<file path="config.mk">
export PLATFORM = sky130hd
export DESIGN_NAME = swcap_phase_ctrl_flat
export DESIGN_NICKNAME = d
export VERILOG_FILES = /design/src/rtl/swcap_phase_if.sv /design/src/rtl/swcap_phase_ctrl.sv /design/src/flat_wrapper.sv
export SDC_FILE = /design/constraint.sdc
export NUM_CORES = 1
export LEC_CHECK = 0
export ABC_AREA = 1
export BUFFER_PORTS_ARGS = -buffer_cell sky130_fd_sc_hd__buf_2
export CAP_MARGIN = 40
export CELL_PAD_IN_SITES_DETAIL_PLACEMENT = 0
export CELL_PAD_IN_SITES_GLOBAL_PLACEMENT = 1
export CORE_ASPECT_RATIO = 1.25
export CORE_UTILIZATION = 35
export CTS_CLUSTER_SIZE = 14
export DETAILED_ROUTE_END_ITERATION = 8
export PLACE_DENSITY_LB_ADDON = 0.2
export SKIP_CTS_REPAIR_TIMING = 1
export SYNTH_ARGS = -nofsm -noshare
export SYNTH_HDL_FRONTEND = slang
export SYNTH_SLANG_ARGS = --single-unit
</file>
<file path="constraint.sdc">
create_clock -name clk -period 2 [get_ports clk]
set_input_delay 0.4 -clock clk [delete_from_list [all_inputs] [get_ports clk]]
set_output_delay 0.4 -clock clk [all_outputs]
set_load 0.005 [all_outputs]
</file>
<file path="src/rtl/swcap_phase_if.sv">
// Handshake-free control bundle between the phase controller and its converter bench.
// The master drives run/comparator requests; the slave returns phase controls and status.
interface swcap_phase_if #(
  parameter int NCH = 2,
  parameter int CW  = 16,
  parameter int CIW = 1
);
  logic           en;
  logic           vout_low;
  logic [NCH-1:0] ph1;
  logic [NCH-1:0] ph2;
  logic [CIW-1:0] chan_idx;
  logic           period_done;
  logic [CW-1:0]  skip_cnt;
  logic [2:0]     dbg_state;

  modport master (
    output en, vout_low,
    input  ph1, ph2, chan_idx, period_done, skip_cnt, dbg_state
  );

  modport slave (
    input  en, vout_low,
    output ph1, ph2, chan_idx, period_done, skip_cnt, dbg_state
  );
endinterface

</file>
<file path="src/rtl/swcap_phase_ctrl.sv">
// Non-overlapping ph1/ph2 generator with round-robin channel rotation for an interleaved SC converter.
// Optional comparator pulse-skipping is enabled by defining SWCAP_SKIP_EN.
module swcap_phase_ctrl #(
  parameter int NCH    = 2,
  parameter int PH_LEN = 9,
  parameter int DEAD   = 1,
  parameter int CW     = 16,
  parameter int CIW    = (NCH > 1) ? $clog2(NCH) : 1
) (
  input  logic         clk,
  input  logic         rst,
  swcap_phase_if.slave bus
);

  localparam int T  = 2 * (PH_LEN + DEAD);
  localparam int TW = $clog2(T);

  if (NCH < 1 || PH_LEN < 1 || DEAD < 1) begin : g_bad_param
    $error("swcap_phase_ctrl: NCH, PH_LEN and DEAD must all be >= 1");
  end

  typedef enum logic [2:0] {IDLE, PH1, DEAD1, PH2, DEAD2, SKIP} state_e;

  state_e         state_q, state_d;
  logic [TW-1:0]  cnt_q, cnt_d;
  logic [CIW-1:0] chan_q, chan_d;
  logic [CW-1:0]  skip_q, skip_d;
  logic [NCH-1:0] ph1_q, ph2_q;
  logic           pd_q;
  logic           skip_cond;
  logic           decide;

`ifdef SWCAP_SKIP_EN
  assign skip_cond = !bus.vout_low;
`else
  logic unused_vout_low;
  assign unused_vout_low = bus.vout_low;
  assign skip_cond       = 1'b0;
`endif

  always_comb begin
    state_d = state_q;
    cnt_d   = cnt_q;
    chan_d  = chan_q;
    skip_d  = skip_q;
    decide  = 1'b0;
    case (state_q)
      IDLE: decide = 1'b1;
      PH1: begin
        if (cnt_q == '0) begin
          state_d = DEAD1;
          cnt_d   = TW'(DEAD - 1);
        end else cnt_d = cnt_q - TW'(1);
      end
      DEAD1: begin
        if (cnt_q == '0) begin
          state_d = PH2;
          cnt_d   = TW'(PH_LEN - 1);
        end else cnt_d = cnt_q - TW'(1);
      end
      PH2: begin
        if (cnt_q == '0) begin
          state_d = DEAD2;
          cnt_d   = TW'(DEAD - 1);
        end else cnt_d = cnt_q - TW'(1);
      end
      DEAD2: begin
        if (cnt_q == '0) begin
          decide = 1'b1;
          chan_d = (chan_q == CIW'(NCH - 1)) ? '0 : chan_q + CIW'(1);
        end else cnt_d = cnt_q - TW'(1);
      end
      SKIP: begin
        if (cnt_q == '0) decide = 1'b1;
        else cnt_d = cnt_q - TW'(1);
      end
      default: state_d = IDLE;
    endcase

    // Period boundary: en is only honoured here, so a running period always completes.
    if (decide) begin
      if (!bus.en) begin
        state_d = IDLE;
      end else if (skip_cond) begin
        state_d = SKIP;
        cnt_d   = TW'(T - 1);
`ifdef SWCAP_SKIP_EN
        if (skip_q != '1) skip_d = skip_q + CW'(1);
`endif
      end else begin
        state_d = PH1;
        cnt_d   = TW'(PH_LEN - 1);
      end
    end
  end

  always_ff @(posedge clk) begin
    if (rst) begin
      state_q <= IDLE;
      cnt_q   <= '0;
      chan_q  <= '0;
      skip_q  <= '0;
      ph1_q   <= '0;
      ph2_q   <= '0;
      pd_q    <= 1'b0;
    end else begin
      state_q <= state_d;
      cnt_q   <= cnt_d;
      chan_q  <= chan_d;
      skip_q  <= skip_d;
      ph1_q   <= (state_d == PH1) ? (NCH'(1) << chan_d) : '0;
      ph2_q   <= (state_d == PH2) ? (NCH'(1) << chan_d) : '0;
      pd_q    <= (state_d == DEAD2) && (cnt_d == '0);
    end
  end

  assign bus.ph1         = ph1_q;
  assign bus.ph2         = ph2_q;
  assign bus.chan_idx    = chan_q;
  assign bus.period_done = pd_q;
  assign bus.skip_cnt    = skip_q;
  assign bus.dbg_state   = state_q;

endmodule

</file>
<file path="src/flat_wrapper.sv">
// flat-port wrapper written by rule: the top's interface ports become plain ports
module swcap_phase_ctrl_flat 
#(
  parameter int NCH    = 2,
  parameter int PH_LEN = 9,
  parameter int DEAD   = 1,
  parameter int CW     = 16,
  parameter int CIW    = (NCH > 1) ? $clog2(NCH) : 1
)
  (clk, rst, bus_en, bus_vout_low, bus_ph1, bus_ph2, bus_chan_idx, bus_period_done, bus_skip_cnt, bus_dbg_state);
  swcap_phase_if #(.NCH(NCH), .CW(CW), .CIW(CIW)) bus_i ();
  input  logic clk;
  input  logic rst;
  input wire logic [$bits(bus_i.en)-1:0] bus_en;
  input wire logic [$bits(bus_i.vout_low)-1:0] bus_vout_low;
  output wire logic [$bits(bus_i.ph1)-1:0] bus_ph1;
  output wire logic [$bits(bus_i.ph2)-1:0] bus_ph2;
  output wire logic [$bits(bus_i.chan_idx)-1:0] bus_chan_idx;
  output wire logic [$bits(bus_i.period_done)-1:0] bus_period_done;
  output wire logic [$bits(bus_i.skip_cnt)-1:0] bus_skip_cnt;
  output wire logic [$bits(bus_i.dbg_state)-1:0] bus_dbg_state;
  assign bus_i.en = bus_en;
  assign bus_i.vout_low = bus_vout_low;
  assign bus_ph1 = bus_i.ph1;
  assign bus_ph2 = bus_i.ph2;
  assign bus_chan_idx = bus_i.chan_idx;
  assign bus_period_done = bus_i.period_done;
  assign bus_skip_cnt = bus_i.skip_cnt;
  assign bus_dbg_state = bus_i.dbg_state;
  swcap_phase_ctrl #(.NCH(NCH), .PH_LEN(PH_LEN), .DEAD(DEAD), .CW(CW), .CIW(CIW)) u_core (.clk(clk), .rst(rst), .bus(bus_i));
endmodule
</file>
==> results of run 1 <==
-- sequential cells by signal (all words and copies together) (netlist names) --
name / flops
u_core.bus.ph2: 2
u_core.bus.ph1: 2
u_core.cnt_q: 5
u_core.bus.dbg_state: 3
u_core.bus.period_done: 1
u_core.bus.chan_idx: 1
-- final cells by class --
type / count / area, sq um / share of cell area, %
clock buffers: 4 / 36.3 / 3.49
inverters: 20 / 75.1 / 7.22
multi-input cells: 100 / 537 / 51.6
flip-flops and latches: 14 / 280 / 27.0
well taps: 33 / 41.3 / 3.97
repair buffers: 13 / 70.1 / 6.74
-- stage by stage --
stage,utilization (%),area (sq um),setup slack (ns),cells,hold WS (ns)
floorplan,-,1020,0.376,151,0.516
global placement,39.7,1000,0.344,180,0.541
detailed placement,39.7,1000,0.324,180,0.547
CTS,41.1,1040,0.310,184,0.395
global route,41.1,1040,0.130,184,0.394
finish,41.1,1040,0.317,184,0.392
-- metal layers --
layer  share of wire (%)  vias up  GRT usage [%]
met5                   0        -              0
li1                    -      418              -
met1                  45      354           16.0
met2                  50       24           24.2
met3                 4.0        4           1.25
met4                0.84        0           5.04
-- worst paths after layout --
kind | endpoint | start | slack [ns]
worst max-delay path | u_core.bus.period_done$_SDFF_PP0_ | u_core.cnt_q[0]$_SDFF_PP0_ | 0.32
worst max register to register | u_core.bus.period_done$_SDFF_PP0_ | u_core.cnt_q[0]$_SDFF_PP0_ | 0.32
worst min register to register | u_core.cnt_q[1]$_SDFF_PP0_ | u_core.cnt_q[1]$_SDFF_PP0_ | 0.55
worst min-delay path | u_core.bus.dbg_state[0]$_SDFF_PP0_ | rst | 0.39
-- report_power, final --
group          internal [mW]  switching [mW]  total [mW]
combinational          0.365           0.584       0.949
sequential             0.342          0.0680       0.410
clock                  0.111          0.0902       0.201
total                  0.818           0.742        1.56
-- cell usage in the layout (no fill, tap or decap), types with 3 or more instances in the layout --
| cell | count |
|---|---|
| buf_2 | 11 |
| conb_1 | 16 |
| nor2_1 | 16 |
| inv_1 | 16 |
| nor2_2 | 3 |
| clkbuf_4 | 3 |
| nand2_1 | 31 |
| nand3_1 | 5 |
| dfxtp_1 | 14 |
| nand4_1 | 4 |
| inv_2 | 4 |
| nand2_2 | 5 |
-- cells by family (layout without fill, tap and decap cells) --
kind of cell | count (synthesis) | after routing | synth area share [%]
flip-flops | 14 | 14 | 29.1
adder cells (fa/ha/maj) | 2 | 2 | 2.60
other | 1 | 16 | 0.389
buffers and inverters | 37 | 37 | 21.0
AO/OA/AOI/OAI | 8 | 8 | 4.81
XOR/XNOR | 1 | 1 | 2.86
AND/OR/NAND/NOR | 73 | 73 | 39.2
==> impl_metrics.tcl, run 1 <==
set metrics [dict create \
    grt_pass1_vias 701 \
    start_util_pct 38.1 \
    dieHeight_um 60.7 \
    seq_area_frac_synth_pct 29.1 \
    firstDrtPassIters 4 \
    post-dp-hpwl_um 1500 \
    p_leak_nw 0.577 \
    core_area_sq_mm 0.00253 \
    crit_path_max_fanout 4 \
    cts_tree "yes" \
    clk_latency_ns 0.27 \
    rows 20 \
    slew_viol_final 0 \
    drtAntennaViolNets 0 \
    status "finished, final reports clean" \
    die_x_um 48.9 \
    min_period_ns 1.68 \
    vias_per_cell 4.35 \
    synth.cell_area_sq_um 963 \
    avgSynthCellArea_sq_um 7.08 \
    grt_pass1_wl_um 3000 \
    crit_cells 12 \
    finalSetupViolations 0 \
    maxCapViolations 0 \
    fillers 282 \
    period_share_pct 84.2 \
    synth_top_area_share_pct 29.1 \
    cts-root-buf "clkbuf_4" \
    vias 800 \
    synth_cell_types 25 \
    wirelength_um 1790 \
    power.total_mw 1.56 \
    p_per_area_mw_per_mm2 1500 \
    hold_violations 0 \
    hold_class "in -> reg" \
    rsz0062_at_grt "no" \
    syn_inst 136 \
    crit_path_frequent_cell "nor2_1" \
    synth.yosys.warnings 0 \
    drtIter0Drc 16 \
    drive_above_1_share_pct 25.8 \
    worstSetupEndpointType "register" \
    antenna_found_initial 0 \
    fin_skew_ns 0.00243 \
    cts_inserted_buffers 3 \
    reg2regPathDepth 12 \
    synth_common_cells "31 x nand2_1, 17 x buf_4, 16 x inv_1, 16 x nor2_1, 14 x dfxtp_1" \
    synth_ff_type "dfxtp_1" \
    crit_buf_inv 2 \
    diodes 0 \
    grt_max_degree 9 \
    io_pins 29 \
    synthTopCellsByArea "dfxtp_1 29%, buf_4 13%, nand2_1 12%, inv_1 6.2%, nor2_1 6.2%" \
    synth_most_common_cell "nand2_1" \
    crit_path_top_delay_cell "dfxtp_1" \
    gr-total-overflow 0 \
    worst_path_dominant_cell_family "simple AND/OR/NAND/NOR gates" \
    async_reset_ff_share_pct 0 \
    cp.required_ns 2.22 \
    grt_use_total_pct 13.1 \
    cp_slowest_stage_delay_ns 0.31 \
    ys_ff_latch 14 \
    worstSetupStartpointType "register" \
    drc 0 \
    gp_congestion 0.782 \
    arrival_ns 1.90 \
    wl_per_cell_um 9.71 \
    hold_depth 2 \
    dieArea_sq_mm 0.00297 \
    yosys.area.top_type "dfxtp_1" \
    num-nets-final 158 \
    synth-edff-count 0 \
    fmax_ghz 0.594 \
    path_clk_slew_ns 0.09 \
    io_buffers 11 \
    cts_max_level 1 \
    critical_path_class "reg -> reg" \
    clock-sinks 14 \
    fin_tns_setup_ns 0 \
    syn2layout_area_growth_pct 7.92 \
    cts_buffer_depth 2 \
    path_cells "inv_1, ha_1, nand3_4, ha_1, nor2_1, nor2_1, o21ai_1, nand2_1, inv_1, nor2_1, nand2_1, nor2_2" \
    ir_drop_mv 0.649 \
]
No activity file was read; power rests on OpenSTA's default activity.
==> run 2: changes to the inputs <==
Settings changed: CORE_UTILIZATION 35 to 31.
Clock period 2 ns to 1.36 ns, I/O delays scaled along.
==> impl_metrics.tcl, run 2 (same netlist as run 1, synthesis figures left out) <==
set metrics [dict create \
    status "complete, but fails checks" \
    violations "negative setup slack" \
    p_leak_nw 0.655 \
    fin_skew_ns 0.00224 \
    die_x_um 51.9 \
    grt_max_degree 9 \
    dieArea_sq_mm 0.00334 \
    wl_per_cell_um 10.1 \
    drtAntennaViolNets 0 \
    rows 22 \
    critical_path_class "reg -> reg" \
    worstSetupEndpointType "register" \
    num-nets-final 174 \
    largest_reg_flops 5 \
    top_register "u_core.cnt_q" \
    hold_class "in -> reg" \
    diodes 0 \
    finalSetupViolations 8 \
    reg2regPathDepth 12 \
    hold_depth 2 \
    firstDrtPassIters 4 \
    cts_buffer_depth 2 \
    place_area_sq_mm 0.00115 \
    p_per_area_mw_per_mm2 2190 \
    io_buffers 11 \
    cts-root-buf "clkbuf_4" \
    stdcell_area_sq_mm 0.00123 \
    period_share_pct 110 \
    core_area_sq_mm 0.00295 \
    io_pins 29 \
    drtIter0Drc 12 \
    crit_path_max_fanout 5 \
    vias_per_cell 4.14 \
    cts_max_level 1 \
    path_clk_slew_ns 0.08 \
    grt_pass1_wl_um 3370 \
    start_util_pct 32.7 \
    syn2layout_area_growth_pct 27.3 \
    final-seq-area_sq_um 287 \
    gp_congestion 0.748 \
    fmax_ghz 0.666 \
    post-dp-hpwl_um 1650 \
    grt_pass1_vias 831 \
    reg2reg_slack_ns -0.14 \
    clock-sinks 14 \
    clk_latency_ns 0.27 \
    drive_above_1_share_pct 42.2 \
    drc 0 \
    gr-total-overflow 0 \
    fillers 301 \
    min_from "rst" \
    fin_tns_setup_ns -0.701 \
    reg2reg_to "u_core.bus.period_done$_SDFF_PP0_" \
    cp.required_ns 1.58 \
    hold_end "u_core.cnt_q[0]$_SDFF_PP0_" \
    vias 837 \
    setup_ws_ns -0.142 \
    cts_inserted_buffers 3 \
    hold_violations 0 \
    rsz0062_at_grt "yes" \
    min_period_ns 1.50 \
    layout_commonest_cell "nand2_1" \
    antenna_found_initial 0 \
    arrival_ns 1.72 \
    wirelength_um 2040 \
    multi_input_area_sq_um 604 \
    post-place-ws_ns -0.135 \
    cts_tree "yes" \
    maxCapViolations 0 \
    grt_use_total_pct 13.3 \
    ir_drop_mv 1.13 \
    post-route-util_pct 41.6 \
    worstSetupStartpointType "register" \
    dieHeight_um 64.3 \
    layout_common_cells "27 x nand2_1, 18 x buf_4, 16 x conb_1" \
    worstReg2RegStart "u_core.cnt_q[1]$_SDFF_PP0_" \
    slew_viol_final 0 \
]
-- run 2: changes by cell type in the layout (fill, tap and decap cells not counted), moves of 3 or more --
cell and change:
buf_4 +16, dfxtp_1 -3, nand2_1 -4, nand2_2 +3
nor2_1 -3
-- run 2: how the worst max path moves through the flow --
stage	start	endpoint	slack, ns	cells past startpoint
3_5_place_dp	u_core.cnt_q[1]$_SDFF_PP0_	u_core.bus.ph1[0]$_SDFF_PP0_	-0.14	9
4_1_cts	u_core.cnt_q[1]$_SDFF_PP0_	u_core.bus.ph1[0]$_SDFF_PP0_	-0.17	9
3_3_place_gp	u_core.cnt_q[1]$_SDFF_PP0_	u_core.bus.period_done$_SDFF_PP0_	-0.14	12
6_report	u_core.cnt_q[1]$_SDFF_PP0_	u_core.bus.period_done$_SDFF_PP0_	-0.14	12
5_1_grt	u_core.cnt_q[1]$_SDFF_PP0_	u_core.bus.period_done$_SDFF_PP0_	-0.25	12
2_1_floorplan	u_core.cnt_q[0]$_SDFF_PP0_	u_core.bus.period_done$_SDFF_PP0_	-0.07	12
-- run 2: layout make-up --
cell class | count | share of cell area [%]
Clock buffer | 3 | 1.84
Inverter | 20 | 6.33
Multi-Input combinational cell | 100 | 49.3
Sequential cell | 14 | 23.4
Tap cell | 36 | 3.67
Timing Repair Buffer | 29 | 15.5
-- run 2: metal layers --
| layer | GRT usage, % | share of wire (%) | vias up | wire (um) |
|---|---|---|---|---|
| met2 | 23.4 | 52 | 15 | 1060 |
| met3 | 1.43 | 2.7 | 2 | 55 |
| met5 | 0 | 0 | - | 0 |
| met4 | 5.07 | 0.74 | 0 | 15 |
| met1 | 15.9 | 45 | 374 | 911 |
| li1 | - | - | 446 | - |
-- run 2: critical path, stage by stage, from the launching register on --
cell and delay, ns:
dfxtp_2 0.33, inv_2 0.07, ha_4 0.16, nand3_4 0.09
ha_4 0.27, nor2_2 0.03, nor2_1 0.06, o21ai_1 0.08
nand2_1 0.10, inv_1 0.05, nor2_1 0.07, nand2_1 0.06
nor2_2 0.08
-- run 2: where the power goes --
group	total, mW	internal (mW)	switching [mW]
Combinational	1.85	0.822	1.03
Clock	0.228	0.102	0.126
Sequential	0.607	0.515	0.0916
Total	2.69	1.44	1.25
-- run 2: stage by stage --
step | instances | hold slack (ns) | total power, mW
final | 202 | 0.270 | 2.69
after global placement | 198 | 0.565 | 2.34
after CTS | 201 | 0.265 | 2.58
after floorplan | 151 | 0.454 | 1.77
after detailed placement | 198 | 0.565 | 2.34
after global routing | 202 | 0.270 | 2.97
==> run 3: changes to the inputs <==
Settings changed: CORE_UTILIZATION 31 to 37.
Clock period 1.36 ns to 1.88 ns, I/O delays scaled along.
==> impl_metrics.tcl, run 3 (same netlist as run 1, synthesis figures left out) <==
set metrics [dict create \
    status "finished, final reports clean" \
    finalSetupViolations 0 \
    start_util_pct 39.3 \
    cts_inserted_buffers 3 \
    die_x_um 47.6 \
    fin_tns_setup_ns 0 \
    worstSetupStartpointType "register" \
    ir_drop_mv 0.900 \
    hold_class "in -> reg" \
    hold_violations 0 \
    fmax_ghz 0.618 \
    reg2reg_slack_ns 0.26 \
    post-place-ws_ns 0.298 \
    wl_per_cell_um 9.59 \
    num-nets-final 159 \
    drtIter0Drc 13 \
    worstSetupEndpointType "register" \
    grt_use_total_pct 14.6 \
    p_comb_share_pct 61.1 \
    p_int_mw 0.876 \
    drc 0 \
    fin_skew_ns 0.00199 \
    wl_met2_um 860 \
    diodes 0 \
    dieHeight_um 59.1 \
    cts_max_level 1 \
    io_pins 29 \
    route.met3.wl_um 61 \
    setup_ws_ns 0.261 \
    wirelength_um 1770 \
    io_buffers 11 \
    core_area_sq_mm 0.00245 \
    rsz0062_at_grt "no" \
    firstDrtPassIters 3 \
    rows 20 \
    path_clk_slew_ns 0.08 \
    hold_depth 2 \
    cp.required_ns 2.10 \
    period_share_pct 86.1 \
    crit_path_max_fanout 2 \
    fillers 266 \
    critical_path_class "reg -> reg" \
    cts-root-buf "clkbuf_4" \
    layout_commonest_cell "nand2_1" \
    seqPwrFrac_pct 26.2 \
    post-dp-hpwl_um 1470 \
    min_from "rst" \
    pwr-share-clk_pct 12.8 \
    reg2reg_to "u_core.bus.period_done$_SDFF_PP0_" \
    wl_met1_um 813 \
    cts_tree "yes" \
    top_register "u_core.cnt_q" \
    drtAntennaViolNets 0 \
    worstReg2RegStart "u_core.cnt_q[1]$_SDFF_PP0_" \
    clk_latency_ns 0.28 \
    dieArea_sq_mm 0.00281 \
    total_switching_power_mw 0.782 \
    gp_congestion 0.818 \
    reg2regPathDepth 12 \
    power.share.switching_pct 47.2 \
    syn2layout_area_growth_pct 8.70 \
    cts_buffer_depth 2 \
    vias 786 \
    arrival_ns 1.84 \
    gr-total-overflow 0 \
    maxCapViolations 0 \
    grt_pass1_wl_um 2930 \
    grt_max_degree 9 \
    vias_per_cell 4.25 \
    layout_common_cells "31 x nand2_1, 16 x inv_1, 16 x nor2_1, 16 x conb_1, 14 x dfxtp_1" \
    antenna_found_initial 0 \
    p_leak_nw 0.582 \
    largest_reg_flops 5 \
    p_per_area_mw_per_mm2 1580 \
    clock-sinks 14 \
    slew_viol_final 0 \
    top_layer_used "met4" \
    hold_end "u_core.cnt_q[1]$_SDFF_PP0_" \
    grt_pass1_vias 691 \
    min_period_ns 1.62 \
    drive_above_1_share_pct 26.3 \
]
-- run 3: changes by cell type in the layout (fill, tap and decap cells not counted), sizes merged --
cell / delta
buf: -15
clkbuf: +1
-- run 3: how the worst max path moves through the flow --
| stage | end | startpoint | cells after the start | slack (ns) |
|---|---|---|---|---|
| floorplan | u_core.bus.period_done$_SDFF_PP0_ | u_core.cnt_q[0]$_SDFF_PP0_ | 12 | 0.26 |
| global placement | u_core.bus.period_done$_SDFF_PP0_ | u_core.cnt_q[1]$_SDFF_PP0_ | 12 | 0.30 |
| detailed placement | u_core.bus.period_done$_SDFF_PP0_ | u_core.cnt_q[1]$_SDFF_PP0_ | 12 | 0.30 |
| CTS | u_core.bus.period_done$_SDFF_PP0_ | u_core.cnt_q[1]$_SDFF_PP0_ | 12 | 0.27 |
| global route | u_core.bus.period_done$_SDFF_PP0_ | u_core.cnt_q[1]$_SDFF_PP0_ | 12 | 0.11 |
| finish | u_core.bus.period_done$_SDFF_PP0_ | u_core.cnt_q[1]$_SDFF_PP0_ | 12 | 0.26 |
-- run 3: per-stage QoR --
stage / cells / instance area, sq um / hold slack, ns / util [%] / power (mW)
finish: 185 / 1050 / 0.374 / 42.7 / 1.66
global route: 185 / 1050 / 0.389 / 42.7 / 1.84
CTS: 185 / 1050 / 0.371 / 42.7 / 1.68
detailed placement: 181 / 1010 / 0.550 / 41.2 / 1.46
global placement: 181 / 1010 / 0.548 / 41.2 / 1.47
floorplan: 151 / 1020 / 0.516 / - / 1.22
-- run 3: layer usage --
layer,vias to the layer above,GRT usage [%]
li1,418,-
met1,348,18.5
met2,15,24.1
met3,5,1.22
met4,0,7.14
met5,-,0
-- run 3: power by group through the flow --
stage / clock network (mW) / registers [mW] / logic [mW]
global route: 0.227 / 0.448 / 1.16
detailed placement: 0 / 0.443 / 1.02
CTS: 0.218 / 0.435 / 1.03
global placement: 0 / 0.442 / 1.02
finish: 0.211 / 0.434 / 1.01
floorplan: 0 / 0.434 / 0.790
-- run 3: layout make-up --
cell class | instances | area [sq um] | area share [%]
multi-input cells | 100 | 537 | 51.3
well taps | 33 | 41.3 | 3.94
flip-flops and latches | 14 | 280 | 26.8
inverters | 20 | 75.1 | 7.17
clock buffers | 4 | 36.3 | 3.46
repair buffers | 14 | 77.6 | 7.41
-- run 3: worst max-delay path, stage by stage (launching register included) --
cell	delay [ns]
dfxtp_1	0.32
inv_1	0.07
ha_1	0.21
nand3_4	0.08
ha_1	0.28
nor2_1	0.04
nor2_1	0.10
o21ai_1	0.07
nand2_1	0.08
inv_1	0.04
nor2_1	0.10
nand2_1	0.08
nor2_2	0.10
